File: src/rtl/input_cmd_pkg.sv
// input_cmd_pkg: shared state encoding and counter sizing for the user-control front-end.
package input_cmd_pkg;

    typedef enum logic [1:0] {IDLE, HOLD, RPT} rpt_state_t;

    // Bits needed to hold the values 0..n-1, never less than one.
    function automatic int cnt_w(input int n);
        return (n > 1) ? $clog2(n) : 1;
    endfunction

endpackage

File: src/rtl/input_cmd_ctrl_key_chan.sv
// key_chan: one control line, covering the synchroniser, debounce and auto-repeat command FSM.
module key_chan
    import input_cmd_pkg::*;
#(
    parameter int DEB_CYCLES = 1_000_000,
    parameter int REP_DELAY  = 50_000_000,
    parameter int REP_PERIOD = 10_000_000
)(
    input  logic clk,
    input  logic rst,
    input  logic raw,
    input  logic rep_en,
    output logic level,
    output logic pulse
);

    localparam int DW = cnt_w(DEB_CYCLES);
    localparam int TW = cnt_w(REP_DELAY > REP_PERIOD ? REP_DELAY : REP_PERIOD);
    localparam logic [DW-1:0] DEB_LAST  = DW'(DEB_CYCLES - 1);
    localparam logic [TW-1:0] DELAY_LD  = TW'(REP_DELAY - 1);
    localparam logic [TW-1:0] PERIOD_LD = TW'(REP_PERIOD - 1);

    logic [1:0]    sync;
    logic          s;
    logic [DW-1:0] deb_cnt;
    logic          level_nxt;
    logic          rise;
    logic          fall;
    rpt_state_t    state;
    rpt_state_t    state_nxt;
    logic [TW-1:0] tmr;
    logic [TW-1:0] tmr_nxt;
    logic          pulse_nxt;

    assign s         = sync[1];
    assign level_nxt = (s != level && deb_cnt == DEB_LAST) ? ~level : level;
    assign rise      = level_nxt & ~level;
    assign fall      = ~level_nxt & level;

    always_ff @(posedge clk) begin
        if (rst) begin
            sync    <= '0;
            deb_cnt <= '0;
            level   <= 1'b0;
        end else begin
            sync    <= {sync[0], raw};
            level   <= level_nxt;
            deb_cnt <= (s == level || level_nxt != level) ? '0 : deb_cnt + 1'b1;
        end
    end

    always_ff @(posedge clk) begin
        if (rst) begin
            state <= IDLE;
            tmr   <= '0;
            pulse <= 1'b0;
        end else begin
            state <= state_nxt;
            tmr   <= tmr_nxt;
            pulse <= pulse_nxt;
        end
    end

    // An expired HOLD timer with repeat disabled stays frozen at zero until release.
    always_comb begin
        state_nxt = state;
        tmr_nxt   = tmr;
        case (state)
            IDLE: begin
                if (rise) begin
                    state_nxt = HOLD;
                    tmr_nxt   = DELAY_LD;
                end
            end
            HOLD: begin
                if (fall) state_nxt = IDLE;
                else if (tmr != '0) tmr_nxt = tmr - 1'b1;
                else if (rep_en) begin
                    state_nxt = RPT;
                    tmr_nxt   = PERIOD_LD;
                end
            end
            RPT: begin
                if (fall) state_nxt = IDLE;
                else if (tmr != '0) tmr_nxt = tmr - 1'b1;
                else if (rep_en) tmr_nxt = PERIOD_LD;
            end
            default: state_nxt = IDLE;
        endcase
    end

    always_comb begin
        pulse_nxt = (state == IDLE) ? rise : (!fall && tmr == '0 && rep_en);
    end

endmodule

File: src/rtl/input_cmd_ctrl.sv
// input_cmd_ctrl: debounced command pulses for the board switches/buttons plus the saturating zoom register.
module input_cmd_ctrl
    import input_cmd_pkg::*;
#(
    parameter int N_CH       = 16,
    parameter int DEB_CYCLES = 1_000_000,
    parameter int REP_DELAY  = 50_000_000,
    parameter int REP_PERIOD = 10_000_000,
    parameter int ZIN_CH     = 13,
    parameter int ZOUT_CH    = 12,
    parameter int ZOOM_STEP  = 8,
    parameter int ZOOM_MIN   = 8,
    parameter int ZOOM_MAX   = 128
)(
    input  logic            clk,
    input  logic            rst,
    input  logic [N_CH-1:0] raw_in,
    input  logic [N_CH-1:0] repeat_en,
    output logic [N_CH-1:0] level,
    output logic [N_CH-1:0] pulse,
    output logic [7:0]      visi_cell_num
);

    localparam logic [8:0] STEP = 9'(ZOOM_STEP);
    localparam logic [8:0] VMIN = 9'(ZOOM_MIN);
    localparam logic [8:0] VMAX = 9'(ZOOM_MAX);

    logic [8:0] v9;
    logic [7:0] zoom_up;
    logic [7:0] zoom_dn;
    logic       zin;
    logic       zout;

    for (genvar i = 0; i < N_CH; i++) begin : g_ch
        key_chan #(
            .DEB_CYCLES(DEB_CYCLES),
            .REP_DELAY (REP_DELAY),
            .REP_PERIOD(REP_PERIOD)
        ) u_chan (
            .clk   (clk),
            .rst   (rst),
            .raw   (raw_in[i]),
            .rep_en(repeat_en[i]),
            .level (level[i]),
            .pulse (pulse[i])
        );
    end

    // Saturation is decided in 9 bits so neither bound can wrap the 8-bit register.
    assign v9      = {1'b0, visi_cell_num};
    assign zoom_up = (v9 + STEP > VMAX) ? 8'(VMAX) : 8'(v9 + STEP);
    assign zoom_dn = (v9 < VMIN + STEP) ? 8'(VMIN) : 8'(v9 - STEP);
    assign zin     = pulse[ZIN_CH];
    assign zout    = pulse[ZOUT_CH];

    always_ff @(posedge clk) begin
        if (rst) visi_cell_num <= 8'(VMIN);
        else if (zin && !zout) visi_cell_num <= zoom_up;
        else if (zout && !zin) visi_cell_num <= zoom_dn;
    end

endmodule

File: config.mk
export PLATFORM = sky130hd
export DESIGN_NAME = input_cmd_ctrl
export DESIGN_NICKNAME = d
export VERILOG_FILES = /design/src/rtl/input_cmd_pkg.sv /design/src/rtl/input_cmd_ctrl_key_chan.sv /design/src/rtl/input_cmd_ctrl.sv
export SDC_FILE = /design/constraint.sdc
export NUM_CORES = 2
export LEC_CHECK = 0
export CORE_MARGIN = 10
export CORE_UTILIZATION = 57
export DETAILED_ROUTE_END_ITERATION = 12
export PLACE_DENSITY = 0.86
export SKIP_CTS_REPAIR_TIMING = 1
export SYNTH_ARGS = -nofsm -noshare
export SYNTH_HDL_FRONTEND = slang
export SYNTH_SLANG_ARGS = --single-unit
File: constraint.sdc
create_clock -name clk -period 3.16 [get_ports clk]
set_input_delay 0.474 -clock clk [delete_from_list [all_inputs] [get_ports clk]]
set_output_delay 0.474 -clock clk [all_outputs]
set_load 0.01 [all_outputs]
### After elaboration in Yosys (flattened, before gate mapping)

Index checks and enable logic that the tools add are counted.

* register bits after elaboration: 840
* input bits: 34
* output and inout bits: 40
* word-level logic and storage cells: 814

* bitwise gates (word level): 64
* multiplexer cells: 212
* add/sub/neg operators: 34
* $lt $le $gt $ge: 2
* reduce and logical (&&, ||, !) cells: 213
* eq/ne operators: 192

Operator list (number)
* 2-to-1 mux 26 bit: 64
* one-hot mux 26 bit (2 select lines): 16
* zero test 26 bit: 16
* nonzero test 26 bit: 16
* subtractor 26 x 1 -> 26 bit, second input constant: 16
* adder 20 x 1 -> 20 bit, second input constant: 16
* equality test 20 bit, second input constant: 16
* 2-to-1 mux 2 bit: 80
* AND reduction 4 bit: 32
* != test 3 x 2 -> 1 bit, second input constant: 32
* one-hot mux 2 bit (3 select lines): 16
* != test 2 x 1 -> 1 bit, second input constant: 32
* OR reduction 2 bit: 32
* logical AND 1 bit: 50
* != test 3 x 1 -> 1 bit, second input constant: 16
* nonzero test 2 bit: 17
* AND 1 bit: 32
* equality test 2 x 1 -> 1 bit, second input constant: 16
* equality test 2 bit, second input constant: 16
* zero test 2 bit: 16
* 2-to-1 mux 1 bit: 32
* 2-to-1 mux 8 bit: 4
* != test 1 bit: 32
* != test 2 bit, second input constant: 16
* other kinds (8): 86

### Logic depth before layout (Yosys ltp)

* depth after elaboration: 9
* depth in mapped cells: 15
* gate-level depth less buffers: 14

### Modules after synthesis

From an unflattened synthesis, not the netlist that was laid out.

* cell total of the unflattened synthesis: 5630
* area total of the unflattened synthesis: 47026.4 µm²

Modules (own cells, without submodules)
* key_chan (g_ch[0].u_chan ...): cells an instance 349, area each 2917.8 µm², sequential area each 1041.0 µm², times used 13
* key_chan (g_ch[7].u_chan ...): cells an instance 350, area each 2920.3 µm², sequential area each 1041.0 µm², times used 2
* key_chan (g_ch[9].u_chan): cells an instance 329, area each 2752.6 µm², sequential area each 1041.0 µm², times used 1
* input_cmd_ctrl: cells an instance 64, area each 501.7 µm², sequential area each 100.1 µm², times used 1

### Least setup slack after synthesis

No wires, ideal clock.

* path kind: reg2reg
* from: register g_ch[1].u_chan.deb_cnt[2]
* to: register g_ch[1].u_chan.tmr[7]
* path buffers: 0
* data required time: 3.090 ns
* cell stages (with the launch flop): 10
* setup time: 0.070 ns
* clock period less this slack: 3.225 ns
* arrival time: 3.154 ns
* slack: -0.065 ns
* path through: dfxtp_1 > and4_1 > nand2_1 > nor4_1 > mux2i_1 > ha_1 > or4_1 > a21oi_1 > or4b_2 > a21oi_1

* word-level cells in the longest chain between the ends: 7
* elaborated cells on any way between the ends: 9
* classes of those cells: eq/ne (3); mux (1); bitwise (3); reduce/logical (2)

RTL lines
* start: declaration: RTL line input_cmd_ctrl_key_chan.sv:25 `logic [DW-1:0] deb_cnt;`
* start signal: assignment: RTL line input_cmd_ctrl_key_chan.sv:48 `deb_cnt <= (s == level || level_nxt != level) ? '0 : deb_cnt + 1'b1;`
* equality test 20 bit *: RTL line input_cmd_ctrl_key_chan.sv:36 `assign level_nxt = (s != level && deb_cnt == DEB_LAST) ? ~level : level;`
* logical AND 1 bit *: RTL line input_cmd_ctrl_key_chan.sv:36
* 2-to-1 mux 1 bit *: RTL line input_cmd_ctrl_key_chan.sv:36
* NOT 1 bit: RTL line input_cmd_ctrl_key_chan.sv:38 `assign fall = ~level_nxt & level;`
* AND 1 bit: RTL line input_cmd_ctrl_key_chan.sv:38
* != test 2 bit (no source line)
* AND reduction 4 bit (no source line) *
* end signal: assignment: RTL line input_cmd_ctrl_key_chan.sv:59 `tmr <= tmr_nxt;`
* end: declaration: RTL line input_cmd_ctrl_key_chan.sv:31 `logic [TW-1:0] tmr;`

Mark *: on every way between the ends. The rest lies on a longest branch, timed or not.
A chain may end at the register's enable or synchronous reset.

### Worst setup path after layout

* from: register g_ch[10].u_chan.tmr[12]
* to: register g_ch[10].u_chan.tmr[7]

* word-level cells in the longest chain between the ends: 4
* elaborated cells on any way between the ends: 6
* classes of those cells: eq/ne (1); mux (3); reduce/logical (2)

RTL lines
* start: declaration: RTL line input_cmd_ctrl_key_chan.sv:31
* start signal: assignment: RTL line input_cmd_ctrl_key_chan.sv:59
* nonzero test 26 bit *: RTL line input_cmd_ctrl_key_chan.sv:77, input_cmd_ctrl_key_chan.sv:85
* 2-to-1 mux 26 bit: RTL line input_cmd_ctrl_key_chan.sv:85 `else if (tmr != '0) tmr_nxt = tmr - 1'b1;`
* 2-to-1 mux 26 bit: RTL line input_cmd_ctrl_key_chan.sv:84 `if (fall) state_nxt = IDLE;`
* one-hot mux 26 bit (2 select lines): RTL line input_cmd_ctrl_key_chan.sv:68 `case (state)`

Mark *: on every way between the ends. The rest lies on a longest branch, timed or not. The select of a mux whose other input is x is not followed.

==> results.sh <==
export IMPL_finalInstanceArea_sq_um=49490
export IMPL_min_delay_worst_endpoint="g_ch[14].u_chan.level"
export IMPL_grt_use_total_pct=23.14
export IMPL_num_vias=41180
export IMPL_drcViolationCount=0
export IMPL_maxCapViolCount=0
export IMPL_synth_seq_area_share_pct=38.43
export IMPL_synth_top_family_by_area="simple AND/OR/NAND/NOR gates"
export IMPL_synthAdderAreaFrac_pct=3.730
export IMPL_power_uw=43860
export IMPL_crit_slowest_cell="o41ai_2"
export IMPL_worstPathRequired_ns=3.72
export IMPL_netlist_area_leader_share_pct=38.43
export IMPL_r2r_slack_ns=0.10
export IMPL_hpwlAfterDp_microns=70490
export IMPL_synth_area_leaders="dfxtp_1 38%, nor2_1 6.0%, a21oi_1 4.4%, xor2_1 3.8%, ha_1 3.7%"
export IMPL_swShare_pct=41.96
export IMPL_fp_dieW_microns=296.6
export IMPL_crit_buf_inv=1
export IMPL_cp_num_cells=6
export IMPL_switching_power_uw=18400
export IMPL_fin_nets=5675
export IMPL_layout_common_cells="830 x dfxtp_1, 694 x nor2_1, 381 x a21oi_1"
export IMPL_worstHoldPathType="in -> reg"
export IMPL_numCtsBuffers=91
export IMPL_cts_tree="built"
export IMPL_coreArea_sq_um=75950
export IMPL_clockPowerShare_pct=25.4
export IMPL_ys_flop_type="dfxtp_1"
export IMPL_worst_clock_skew_ns=0.02867
export IMPL_synth_simple_area_share_pct=28.69
export IMPL_initial_utilization_pct=57.41
export IMPL_clock_root_buffer="clkbuf_16"
export IMPL_cts_buffer_depth=3
export IMPL_grt_ovfl_total=0
export IMPL_top_usage_layer="met2"
export IMPL_p_comb_share_pct=45.6
export IMPL_nFillCells=6114
export IMPL_grt_max_degree=133
export IMPL_hold_viol_final=0
export IMPL_max_freq_ghz=0.3272
export IMPL_rr_startpoint="g_ch[10].u_chan.tmr[12]"
export IMPL_grt_pass1_wl_microns=179000
export IMPL_fp_dieH_microns=296.6
export IMPL_grt_antenna_before_repair=2
export IMPL_status="finished, final reports clean"
export IMPL_area_growth_pct=13.49
export IMPL_ys_ff_latch=837
export IMPL_r2r_end="g_ch[10].u_chan.tmr[7]"
export IMPL_synthMuxAreaShare_pct=0.9268
export IMPL_worstSetupStartpointType="flip-flop"
export IMPL_worstPathArrival_ns=3.62
export IMPL_synth_top_cell_by_area="dfxtp_1"
export IMPL_wl_per_cell_microns=16.09
export IMPL_fin_crit_sh_pct=96.71
export IMPL_layout_min_cycle_time_ns=3.056
export IMPL_htree_num_levels=3
export IMPL_slew_headroom_pct=42.23
export IMPL_wl_microns=106300
export IMPL_hold_depth=2
export IMPL_path_clk_slew_ns=0.06
export IMPL_finalSetupViolations=0
export IMPL_slowest_delay_ns=0.85
export IMPL_r2r_worst_path_cells=6
export IMPL_drv_slew=0
export IMPL_viasPerCell=6.229
export IMPL_synth_edf_count=0
export IMPL_worstPathCellList="or4_1 > or4b_1 > o41ai_2 > clkdlybuf4s15_2 > nand2_1 > a31oi_1"
export IMPL_p_int_uw=25450
export IMPL_syn_avg_cell_area_sq_um=8.055
export IMPL_grt_pass1_vias=38460
export IMPL_first_pass_iters=6
export IMPL_cellPowerDensity_nw_per_um2=886.2
export IMPL_ioPinCount=74
export IMPL_drive_gt1_share_pct=9.319
export IMPL_ys_types=93
export IMPL_cts_sinks=837
export IMPL_drt_iter0_markers=3564
export IMPL_worst_slew_pin_transition_ns=0.8572
export IMPL_drtAntennaViolNets=0
export IMPL_cp_end_kind="flip-flop"
export IMPL_use_met3_pct=3.678
export IMPL_layout_commonest_cell="dfxtp_1"
export IMPL_dieArea_sq_um=87960
export IMPL_grtUsageMet2_pct=38.52
export IMPL_critPathKind="reg -> reg"
export IMPL_row_count=101
export IMPL_hold_path_startpoint="rst"
export IMPL_synth_compound_area_share_pct=18.15
export IMPL_worst_path_max_fanout=7
export IMPL_path_delay_family="simple AND/OR/NAND/NOR gates"
export IMPL_p_leak_uw=0.01768
export IMPL_clock_latency_ns=0.63
export IMPL_async_reset_ff_share_pct=0
export IMPL_synth_xor_area_share_pct=5.604
export IMPL_met1_usage_pct=30.15
export IMPL_synth_cells=5413
export IMPL_syn_cell_area_sq_um=43600
export IMPL_pwr_share_seq_pct=29.0
export IMPL_ir_drop_mv=0.6337
export IMPL_fin_hold_ws_ns=0.2773
export IMPL_place_gp_congestion=0.9293
export IMPL_dpl_cell_area_sq_um=45940
export IMPL_yosys_warnings=0
export IMPL_portBuffers=70
-- worst register-to-register path, cell delays in order, from the launching register on --
cell and delay [ns]:
dfxtp_1 0.36, or4_1 0.60, or4b_1 0.58, o41ai_2 0.85
clkdlybuf4s15_2 0.36, nand2_1 0.08, a31oi_1 0.16
-- cell type report --
type	count	area, sq um	share of cell area [%]
antenna	1	2.502	0.005057
sequential	837	16760	33.88
inverter	206	775.7	1.568
multi-input combinational	4104	25220	50.97
clock buffer	121	2561	5.175
tap	1030	1289	2.604
clock inverter	41	591.8	1.196
timing repair buffer	271	2281	4.609
-- flip-flops by register name, indices dropped and copies added, names as in the netlist --
register             flops
g_ch.u_chan.state       32
g_ch.u_chan.level       16
visi_cell_num            5
g_ch.u_chan.tmr        416
g_ch.u_chan.pulse       16
g_ch.u_chan.sync        32
g_ch.u_chan.deb_cnt    320
-- cells by family after synthesis --
family | count (synthesis)
compound gates | 1207
xor+xnor | 279
fa+ha+maj | 130
buf+inv | 474
flops | 837
mux | 40
other cells | 1
simple gates | 2445
-- per-stage QoR --
step / std cells / TNS [ns] / setup slack (ns) / utilization (%)
after floorplan: 5415 / 0 / 0.05021 / -
after global placement: 6438 / 0 / 0.05249 / 60.49
after detailed placement: 6438 / -0.04211 / -0.04211 / 60.49
after CTS: 6600 / -0.2103 / -0.07814 / 64.64
after global routing: 6611 / -0.6766 / -0.09427 / 65.16
final: 6611 / 0 / 0.1038 / 65.16
-- power groups by stage --
| stage | sequential [uW] | combinational, uW | clock, uW |
|---|---|---|---|
| 3_3_place_gp | 12800 | 18600 | 0 |
| 3_5_place_dp | 12900 | 19000 | 0 |
| 4_1_cts | 12700 | 19200 | 11300 |
| 2_1_floorplan | 12600 | 14000 | 0 |
| 5_1_grt | 12900 | 21900 | 11800 |
| 6_report | 12700 | 20000 | 11100 |
-- cell usage after synthesis, types with 45 or more instances --
master / count
nor2b_1: 68
clkbuf_1: 202
or3_1: 143
a21oi_1: 385
dfxtp_1: 837
a31oi_1: 48
nand2_1: 353
xor2_1: 190
o21ai_0: 259
a211oi_1: 62
xnor2_1: 89
or4_1: 74
inv_1: 205
o31ai_1: 45
ha_1: 130
nor2_1: 697
a311oi_1: 119
nand4_1: 119
nor4_1: 110
nand3_1: 272
nor3_1: 270
nand2b_1: 50
and3_1: 79
-- layer usage --
layer	up-vias	part of all wire, %	wire [microns]
met5	-	0	0
met4	0	2.3	2467
met3	249	7.0	7488
met2	1477	47	49740
met1	19470	44	46660
li1	19980	-	-
-- worst max-delay path by stage --
stage / startpoint / to / slack [ns]
after floorplan: g_ch[1].u_chan.deb_cnt[2] / g_ch[1].u_chan.tmr[7] / 0.05
after global placement: g_ch[0].u_chan.deb_cnt[9] / g_ch[0].u_chan.tmr[11] / 0.05
final: g_ch[10].u_chan.tmr[12] / g_ch[10].u_chan.tmr[7] / 0.10
after detailed placement: g_ch[2].u_chan.deb_cnt[13] / g_ch[2].u_chan.tmr[9] / -0.04
after global routing: g_ch[0].u_chan.deb_cnt[9] / g_ch[0].u_chan.tmr[11] / -0.09
after CTS: g_ch[2].u_chan.deb_cnt[13] / g_ch[2].u_chan.tmr[9] / -0.08
No activity file was read; power rests on OpenSTA's default activity.
